===== config.mk =====
export PLATFORM = sky130hd
export DESIGN_NAME = arcade_coin_seq_flat
export DESIGN_NICKNAME = d
export VERILOG_FILES = /design/src/rtl/arcade_coin_seq_pkg.sv /design/src/rtl/arcade_coin_seq_if.sv /design/src/rtl/arcade_coin_seq_chan.sv /design/src/rtl/arcade_coin_seq.sv /design/src/flat_wrapper.sv
export SDC_FILE = /design/constraint.sdc
export NUM_CORES = 1
export LEC_CHECK = 0
export BUFFER_PORTS_ARGS = -buffer_cell sky130_fd_sc_hd__buf_2
export CAP_MARGIN = 0
export CORE_AREA = 2 2 60 51
export DETAILED_ROUTE_END_ITERATION = 8
export DIE_AREA = 0 0 62 53
export GPL_TIMING_DRIVEN = 0
export PLACE_DENSITY_LB_ADDON = 0.05
export SYNTH_ARGS = -nofsm -noshare
export SYNTH_HDL_FRONTEND = slang
export SYNTH_SLANG_ARGS = --single-unit

===== constraint.sdc =====
create_clock -name clk_sys -period 1.4 [get_ports clk_sys]
set_input_delay 0.07 -clock clk_sys [delete_from_list [all_inputs] [get_ports clk_sys]]
set_output_delay 0.07 -clock clk_sys [all_outputs]
set_load 0.05 [all_outputs]

===== src/rtl/arcade_coin_seq_pkg.sv =====
`default_nettype none
// +----------------------------------------------------------------------+
// | arcade_pkg : shared types and default parameters for coin sequencing |
// | Rev 1.0                                                              |
// +----------------------------------------------------------------------+
package arcade_pkg;

  typedef enum logic [1:0] {
    CS_IDLE   = 2'd0,
    CS_ASSERT = 2'd1,
    CS_GAP    = 2'd2
  } coin_state_t;

  localparam int c_ncoin_def       = 2;
  localparam int c_hold_frames_def = 3;
  localparam int c_gap_frames_def  = 3;
  localparam int c_pend_w_def      = 2;

  function automatic int max_int(input int a, input int b);
    return (a > b) ? a : b;
  endfunction

endpackage
`default_nettype wire


===== src/rtl/arcade_coin_seq_if.sv =====
`default_nettype none
// +----------------------------------------------------------------------+
// | arcade_coin_seq_if : coin/tilt/vblank inputs and coin line outputs    |
// | Rev 1.0                                                              |
// +----------------------------------------------------------------------+
interface arcade_coin_seq_if #(
  parameter int NCOIN = 2
);
  logic             vblank;
  logic [NCOIN-1:0] coin_in;
  logic             tilt_in;
  logic [NCOIN-1:0] coin_n_out;
  logic             busy;

  modport master (
    output vblank, coin_in, tilt_in,
    input  coin_n_out, busy
  );

  modport slave (
    input  vblank, coin_in, tilt_in,
    output coin_n_out, busy
  );
endinterface
`default_nettype wire


===== src/rtl/arcade_coin_seq_chan.sv =====
`default_nettype none
// +----------------------------------------------------------------------+
// | arcade_coin_chan : one coin channel - edge detect, pending queue, FSM |
// | Rev 1.0                                                              |
// +----------------------------------------------------------------------+
module arcade_coin_chan
  import arcade_pkg::*;
#(
  parameter int HOLD_FRAMES = c_hold_frames_def,
  parameter int GAP_FRAMES  = c_gap_frames_def,
  parameter int PEND_W      = c_pend_w_def
) (
  input  logic clk,
  input  logic rst,
  input  logic tick,
  input  logic coin,
  input  logic tilt,
  output logic coin_n,
  output logic busy
);

  localparam int c_cnt_w = $clog2(max_int(HOLD_FRAMES, GAP_FRAMES) + 1);
  localparam logic [PEND_W-1:0]  c_pend_max  = '1;
  localparam logic [c_cnt_w-1:0] c_hold_last = c_cnt_w'(HOLD_FRAMES - 1);
  localparam logic [c_cnt_w-1:0] c_gap_last  = c_cnt_w'(GAP_FRAMES - 1);

  coin_state_t        r_state;
  coin_state_t        w_state_nxt;
  logic [c_cnt_w-1:0] r_cnt;
  logic [c_cnt_w-1:0] w_cnt_nxt;
  logic [PEND_W-1:0]  r_pend;
  logic [PEND_W-1:0]  w_pend_nxt;
  logic               r_coin_q;
  logic               w_rise;
  logic               w_consume;

  assign w_rise    = coin & ~r_coin_q;
  assign w_consume = (r_state == CS_IDLE) && (r_pend != '0);

  always_ff @(posedge clk) begin
    if (rst) begin
      r_state  <= CS_IDLE;
      r_cnt    <= '0;
      r_pend   <= '0;
      r_coin_q <= 1'b0;
    end else begin
      r_state  <= w_state_nxt;
      r_cnt    <= w_cnt_nxt;
      r_pend   <= w_pend_nxt;
      r_coin_q <= coin;
    end
  end

  always_comb begin
    w_state_nxt = r_state;
    w_cnt_nxt   = r_cnt;
    w_pend_nxt  = r_pend;

    // Tilt flushes the queue but never truncates a pulse or gap in flight.
    if (tilt) begin
      w_pend_nxt = '0;
    end else if (w_rise && !w_consume) begin
      if (r_pend != c_pend_max) w_pend_nxt = r_pend + PEND_W'(1);
    end else if (w_consume && !w_rise) begin
      w_pend_nxt = r_pend - PEND_W'(1);
    end

    case (r_state)
      CS_IDLE: begin
        if (r_pend != '0) begin
          w_state_nxt = CS_ASSERT;
          w_cnt_nxt   = '0;
        end
      end
      CS_ASSERT: begin
        if (tick) begin
          if (r_cnt == c_hold_last) begin
            w_state_nxt = CS_GAP;
            w_cnt_nxt   = '0;
          end else begin
            w_cnt_nxt = r_cnt + c_cnt_w'(1);
          end
        end
      end
      CS_GAP: begin
        if (tick) begin
          if (r_cnt == c_gap_last) begin
            w_state_nxt = CS_IDLE;
            w_cnt_nxt   = '0;
          end else begin
            w_cnt_nxt = r_cnt + c_cnt_w'(1);
          end
        end
      end
      default: begin
        w_state_nxt = CS_IDLE;
        w_cnt_nxt   = '0;
      end
    endcase
  end

  assign coin_n = (r_state != CS_ASSERT);
  assign busy   = (r_state != CS_IDLE) || (r_pend != '0);

endmodule
`default_nettype wire


===== src/rtl/arcade_coin_seq.sv =====
`default_nettype none
// +----------------------------------------------------------------------+
// | arcade_coin_seq : replays raw coin presses as frame-timed pulses      |
// | Rev 1.0                                                              |
// +----------------------------------------------------------------------+
module arcade_coin_seq
  import arcade_pkg::*;
#(
  parameter int NCOIN       = c_ncoin_def,
  parameter int HOLD_FRAMES = c_hold_frames_def,
  parameter int GAP_FRAMES  = c_gap_frames_def,
  parameter int PEND_W      = c_pend_w_def
) (
  input  logic               clk_sys,
  input  logic               reset,
  arcade_coin_seq_if.slave   bus
);

  logic             r_vb_q;
  logic             w_tick;
  logic [NCOIN-1:0] w_coin_n;
  logic [NCOIN-1:0] w_busy;

  always_ff @(posedge clk_sys) begin
    if (reset) r_vb_q <= 1'b0;
    else       r_vb_q <= bus.vblank;
  end

  // One clk_sys-wide pulse per frame, on the rising edge of vblank.
  assign w_tick = bus.vblank & ~r_vb_q;

  for (genvar gi = 0; gi < NCOIN; gi++) begin : g_chan
    arcade_coin_chan #(
      .HOLD_FRAMES (HOLD_FRAMES),
      .GAP_FRAMES  (GAP_FRAMES),
      .PEND_W      (PEND_W)
    ) u_chan (
      .clk    (clk_sys),
      .rst    (reset),
      .tick   (w_tick),
      .coin   (bus.coin_in[gi]),
      .tilt   (bus.tilt_in),
      .coin_n (w_coin_n[gi]),
      .busy   (w_busy[gi])
    );
  end

  assign bus.coin_n_out = w_coin_n;
  assign bus.busy       = |w_busy;

endmodule
`default_nettype wire

===== src/flat_wrapper.sv =====
// flat-port wrapper written by rule: the top's interface ports become plain ports
module arcade_coin_seq_flat import arcade_pkg::*;
#(
  parameter int NCOIN       = c_ncoin_def,
  parameter int HOLD_FRAMES = c_hold_frames_def,
  parameter int GAP_FRAMES  = c_gap_frames_def,
  parameter int PEND_W      = c_pend_w_def
)
  (clk_sys, reset, bus_vblank, bus_coin_in, bus_tilt_in, bus_coin_n_out, bus_busy);
  arcade_coin_seq_if #(.NCOIN(NCOIN)) bus_i ();
  input  logic clk_sys;
  input  logic reset;
  input wire logic [$bits(bus_i.vblank)-1:0] bus_vblank;
  input wire logic [$bits(bus_i.coin_in)-1:0] bus_coin_in;
  input wire logic [$bits(bus_i.tilt_in)-1:0] bus_tilt_in;
  output wire logic [$bits(bus_i.coin_n_out)-1:0] bus_coin_n_out;
  output wire logic [$bits(bus_i.busy)-1:0] bus_busy;
  assign bus_i.vblank = bus_vblank;
  assign bus_i.coin_in = bus_coin_in;
  assign bus_i.tilt_in = bus_tilt_in;
  assign bus_coin_n_out = bus_i.coin_n_out;
  assign bus_busy = bus_i.busy;
  arcade_coin_seq #(.NCOIN(NCOIN), .HOLD_FRAMES(HOLD_FRAMES), .GAP_FRAMES(GAP_FRAMES), .PEND_W(PEND_W)) u_core (.clk_sys(clk_sys), .reset(reset), .bus(bus_i));
endmodule

==> out/results.txt, run 1 <==
GRT Total Usage: 0.117
post-layout min period: 1.40 ns
Slew Limit Fails: 0
worst hold margin: 0.0186 ns
compound-gate portion of the synthesized area: 0.130
Final Wtd Congestion: 0.715
Synth area leader: dfxtp_1
crit-path max cell delay: 0.37 ns
Post-Synth XOR/XNOR Area: 0.00968
RSZ-0062 raised after global routing: yes
drc violations: 0
Max Freq: 712 MHz
mux cell area share after synthesis: 0.102
worst skew pair latency: 0.28 ns
worst reg2reg setup slack: -0.004 ns
FF+latch count, synth: 15
Layout Utilization: 0.442
FILL cells: 274
Vias: 658
status: complete, but fails checks
Crit-path slowest cell: dfxtp_2
Mapped Nets: 108
synth top area cells: dfxtp_1, ha_1, mux2i_1
max_cap viols: 0
main combinational cell family by area after synthesis: simple AND/OR/NAND/NOR gates
drt first-iter violations: 8
worst ir drop on vdd: 0.503 mV
total grt overflow: 0
Sink Count: 15
clk buf depth: 2
worst r2r dst: u_core.g_chan[1].u_chan.r_cnt[0]
Post-synth EDFFs: 0
Layout Area Growth over Synthesis: 29.9%
final WL: 1560 um
Hold Crit Class: in2reg
First-pass DRT Iterations: 3
ys async rst share: 0
Mapped Area: 905 um^2
CTS tree: yes
Worst Setup Start Kind: flop
Synth cell types: 25
Core Area: 2660 um^2
register area share after synthesis: 0.332
Avg WL per Cell: 10.3 um
DP HPWL: 1110 um
Critical Path AT: 1.62 ns
share of the synthesized area in the top cell type: 0.332
Crit Path Class: reg2reg
LEAKAGE: 0.463 nW
mean cell area of the mapped netlist: 9.83 um^2
Die H: 53 um
worst r2r path cells: 7
Synth Area in Adders: 0.138
Post-layout nets: 130
die area: 3290 um^2
DRT antenna net count: 0
clock skew: 0.00292 ns
Final period util: 1.00
WP buf/inv: 2
final setup vio count: 1
Post-synth top flop: dfxtp_1
Final Hold Viols: 0
vias in the first global route: 655
most frequent cells in the layout: nor2_1, buf_4, dfxtp_1
synth warn: 0
CP Capture Type: flop
hold path startpoint: bus_coin_in[0]
synthesized instance count: 92
Boundary Pins: 9
Hold Path Cell Cnt: 2
Worst Slack Setup Final: -0.00370 ns
reg2reg start: u_core.g_chan[1].u_chan.r_state[0]
CTS Buf Count: 3
worst hold endpoint: u_core.g_chan[0].u_chan.r_coin_q
PwrDens: 1570 nW/um^2
Post-Place Worst Slack: -0.145 ns
FP Rows: 17
root buffer cell: clkbuf_4
Crit Path Max Fanout: 3
clk slew on worst S/H paths: 0.09 ns
port bufs: 8
Largest delay share family, worst path: simple AND/OR/NAND/NOR gates
Initial Util: 0.340
initial antenna violation count: 0
Simple-Gate Fraction of Synth Area: 0.238
Avg Vias per Cell: 4.36
first-pass GRT wire length: 2810 um
total number of H-tree levels: 1
layout cell share with drive strength beyond 1: 0.398
CP Data Required Time: 1.62 ns
actual slew at the worst max-slew pin: 0.508 ns
cells along the critical path: inv_4 > ha_4 > nor3b_4 > buf_4 > nor4b_4 > mux2i_1 > nor2_1
largest net degree at the start of global routing: 11
chip width: 62 um
# diodes: 0
Slew HR: 0.662
failing checks: setup timing
==> Yosys cell counts (2+ instances only) <==
library cell / n
nand2b_1: 3
nand2_1: 7
nor2_1: 12
nor3b_4: 2
a211oi_1: 2
inv_1: 7
dfxtp_1: 15
a21oi_1: 2
nor2b_1: 3
mux2_2: 2
ha_1: 10
buf_4: 2
o21ai_0: 3
mux2i_1: 7
nor4b_2: 2
a22oi_1: 2
o21bai_4: 2
and4bb_2: 2
==> how the worst max path moves through the flow <==
stage,start,endpoint,slack (ns),depth (start not counted)
CTS,u_core.g_chan[1].u_chan.r_state[0],bus_busy,-0.01,5
finish,u_core.g_chan[1].u_chan.r_state[0],u_core.g_chan[1].u_chan.r_cnt[0],-0.004,7
floorplan,u_core.g_chan[1].u_chan.r_state[0],u_core.g_chan[1].u_chan.r_state[0],0.01,6
global route,u_core.g_chan[1].u_chan.r_state[0],bus_busy,-0.07,5
detailed placement,u_core.g_chan[0].u_chan.r_state[1],u_core.g_chan[0].u_chan.r_state[0],-0.14,6
global placement,u_core.g_chan[0].u_chan.r_state[0],u_core.g_chan[0].u_chan.r_state[0],-0.15,6
==> state kept, by name (all words and copies together) (netlist names) <==
| register | flops |
|---|---|
| u_core.g_chan.u_chan.r_coin_q | 2 |
| u_core.g_chan.u_chan.r_cnt | 4 |
| u_core.r_vb_q | 1 |
| u_core.g_chan.u_chan.r_pend | 4 |
| u_core.g_chan.u_chan.r_state | 4 |
==> layer usage <==
layer / up-vias / wire (um) / track usage
met2: 9 / 673 / 0.181
met5: - / 0 / 0
li1: 357 / - / -
met4: 0 / 14 / 0.0213
met1: 290 / 818 / 0.156
met3: 2 / 52 / 0.0440
==> area by class of cell <==
class                           count  area, um^2  area share
Clock buffer                        4        26.3      0.0224
Buffer                              3        18.8      0.0160
Tap cell                           38        47.5      0.0405
Multi-Input combinational cell     67         616       0.524
Sequential cell                    15         308       0.262
Timing Repair Buffer               17         125       0.106
Inverter                            7        33.8      0.0288
==> where the power goes <==
| group | internal (W) | total (W) | switching [W] |
|---|---|---|---|
| Sequential | 0.000479 | 0.000525 | 0.0000461 |
| Clock | 0.000110 | 0.000247 | 0.000137 |
| Combinational | 0.000551 | 0.00107 | 0.000518 |
==> stage by stage <==
stage	cell area [um^2]	setup TNS (ns)	total power, W	std cells
2_1_floorplan	910	0	0.00120	92
4_1_cts	1150	-0.0114	0.00184	151
5_1_grt	1170	-0.351	0.00199	151
6_report	1170	-0.00370	0.00184	151
3_3_place_gp	997	-0.616	0.00133	138
3_5_place_dp	997	-0.668	0.00133	138
==> cell families after synthesis <==
| logic type | Yosys count |
|---|---|
| compound gates | 14 |
| flops | 15 |
| fa+ha+maj | 10 |
| xor+xnor | 1 |
| buf+inv | 10 |
| simple gates | 33 |
| mux | 9 |
==> timing repair <==
action | 4_1_cts | 5_1_grt
buffers inserted | 8 | 0
pin swaps | 5 | 4
hold endpoints to repair | 3 | 0
setup endpoints to repair | 12 | 13
gates resized for setup | 18 | 7
hold buffers | 1 | 0
(Power assumes the default switching activity.)
==> inputs of run 2 (changes only) <==
--- a/config.mk
+++ b/config.mk
@@ -8,6 +8,7 @@
 export BUFFER_PORTS_ARGS = -buffer_cell sky130_fd_sc_hd__buf_2
 export CAP_MARGIN = 0
 export CORE_AREA = 2 2 60 51
+export CTS_BUF_LIST = sky130_fd_sc_hd__clkbuf_8
 export DETAILED_ROUTE_END_ITERATION = 8
 export DIE_AREA = 0 0 62 53
 export GPL_TIMING_DRIVEN = 0
==> out/results.txt, run 2 (synthesized netlist as in run 1, its figures left out) <==
worst skew pair latency: 0.25 ns
multi-input logic area: 627 um^2
CTS tree: yes
max_cap viols: 0
first-pass GRT wire length: 2950 um
Initial Util: 0.340
final WL: 1710 um
Crit Path Class: reg2reg
Regs by FF count: u_core.g_chan.u_chan.r_cnt: 4 flops, u_core.g_chan.u_chan.r_pend: 4 flops, u_core.g_chan.u_chan.r_state: 4 flops
Layout Cells excl Fill: 152
FF+latch area: 305 um^2
RSZ-0062 raised after global routing: yes
Hold Crit Class: in2reg
First-pass DRT Iterations: 2
FILL cells: 269
Layout Utilization: 0.456
Sink Count: 15
chip width: 62 um
DRT antenna net count: 0
Slew HR: 0.662
total number of H-tree levels: 1
DP HPWL: 1110 um
CP Capture Type: flop
Post-Place Worst Slack: -0.145 ns
drt first-iter violations: 16
cells along the critical path: inv_4 > ha_4 > nor3b_4 > buf_6 > nor4b_4 > mux2i_1 > nor2_1
actual slew at the worst max-slew pin: 0.507 ns
clk slew on worst S/H paths: 0.06 ns
Final Hold Viols: 0
most frequent cells in the layout: nor2_1, buf_4, dfxtp_1
Slew Limit Fails: 0
Cells after DPL: 138
Critical Path AT: 1.58 ns
status: finished clean
FP Rows: 17
LEAKAGE: 0.485 nW
root buffer cell: clkbuf_8
clock skew: 0.00121 ns
die area: 3290 um^2
Worst Slack Setup Final: 0.00247 ns
Post-layout nets: 131
# diodes: 0
final setup vio count: 0
Final Wtd Congestion: 0.715
worst ir drop on vdd: 0.593 mV
clk buf depth: 2
Largest delay share family, worst path: simple AND/OR/NAND/NOR gates
PwrDens: 1650 nW/um^2
drc violations: 0
Layout Area Growth over Synthesis: 33.9%
total grt overflow: 0
crit-path max cell delay: 0.35 ns
largest net degree at the start of global routing: 11
CTS Buf Count: 3
Avg WL per Cell: 11.3 um
Die H: 53 um
CP Data Required Time: 1.59 ns
WP buf/inv: 2
Crit Path Max Fanout: 3
Final period util: 0.998
Worst Setup Start Kind: flop
post-layout min period: 1.40 ns
layout cell share with drive strength beyond 1: 0.412
Avg Vias per Cell: 4.54
vias in the first global route: 661
Max Freq: 716 MHz
Vias: 690
Core Area: 2660 um^2
Boundary Pins: 9
initial antenna violation count: 0
Crit-path slowest cell: dfxtp_2
GRT Total Usage: 0.129
port bufs: 8
commonest non-fill, non-tap cell in the layout: nor2_1
run 2: repair_timing:
item / in CTS / in global routing
endpoints found under the setup margin: 9 / 12
cloned: 0 / 0
pin swaps: 4 / 6
hold buffers: 0 / 0
buffers inserted: 7 / 3
gates resized for setup: 17 / 9
hold endpoints to repair: 0 / 0
run 2: worst reg2reg max path, delay by kind of cell, from the launching register on:
kind,cells,cell delay [ns]
AND/OR/NAND/NOR,3,0.53
adder cells (fa/ha/maj),1,0.15
buffers and inverters,2,0.18
multiplexers,1,0.12
flip-flops,1,0.35
run 2: worst paths after layout:
| path | start | end | slack [ns] | depth (start not counted) |
|---|---|---|---|---|
| worst min register to register | u_core.g_chan[0].u_chan.r_pend[1] | u_core.g_chan[0].u_chan.r_pend[0] | 0.54 | 2 |
| worst max register to register | u_core.g_chan[1].u_chan.r_state[0] | u_core.g_chan[1].u_chan.r_cnt[0] | 0.002 | 7 |
| worst max-delay path | u_core.g_chan[1].u_chan.r_state[0] | u_core.g_chan[1].u_chan.r_cnt[0] | 0.002 | 7 |
| worst min-delay path | bus_coin_in[0] | u_core.g_chan[0].u_chan.r_coin_q | 0.05 | 2 |
run 2: power by group:
| part | total [W] | internal [W] | leakage (nW) | switching [W] |
|---|---|---|---|---|
| registers | 0.000521 | 0.000478 | 0.124 | 0.0000431 |
| clock network | 0.000346 | 0.000194 | 0.0269 | 0.000152 |
| logic | 0.00113 | 0.000583 | 0.334 | 0.000547 |
run 2: per-layer routing:
| layer | global-route usage | vias up | part of all wire |
|---|---|---|---|
| met3 | 0.0513 | 4 | 0.036 |
| met5 | 0 | - | 0 |
| met2 | 0.191 | 10 | 0.46 |
| li1 | - | 358 | - |
| met1 | 0.161 | 318 | 0.48 |
| met4 | 0.0638 | 0 | 0.020 |
run 2: area by class of cell:
type | count | share of cell area
multi-input cells | 67 | 0.518
flip-flops and latches | 15 | 0.252
repair buffers | 18 | 0.111
well taps | 38 | 0.0393
clock buffers | 3 | 0.0341
inverters | 7 | 0.0279
plain buffers | 3 | 0.0155
clock inverters | 1 | 0.00310
run 2: through the flow:
stage | cell area [um^2] | hold WS [ns] | power [W] | TNS [ns]
floorplan | 910 | 0.142 | 0.00120 | 0
global route | 1210 | 0.0576 | 0.00214 | -0.347
global placement | 997 | 0.301 | 0.00133 | -0.616
CTS | 1150 | 0.0417 | 0.00192 | -0.00190
detailed placement | 997 | 0.310 | 0.00133 | -0.668
finish | 1210 | 0.0537 | 0.00200 | 0
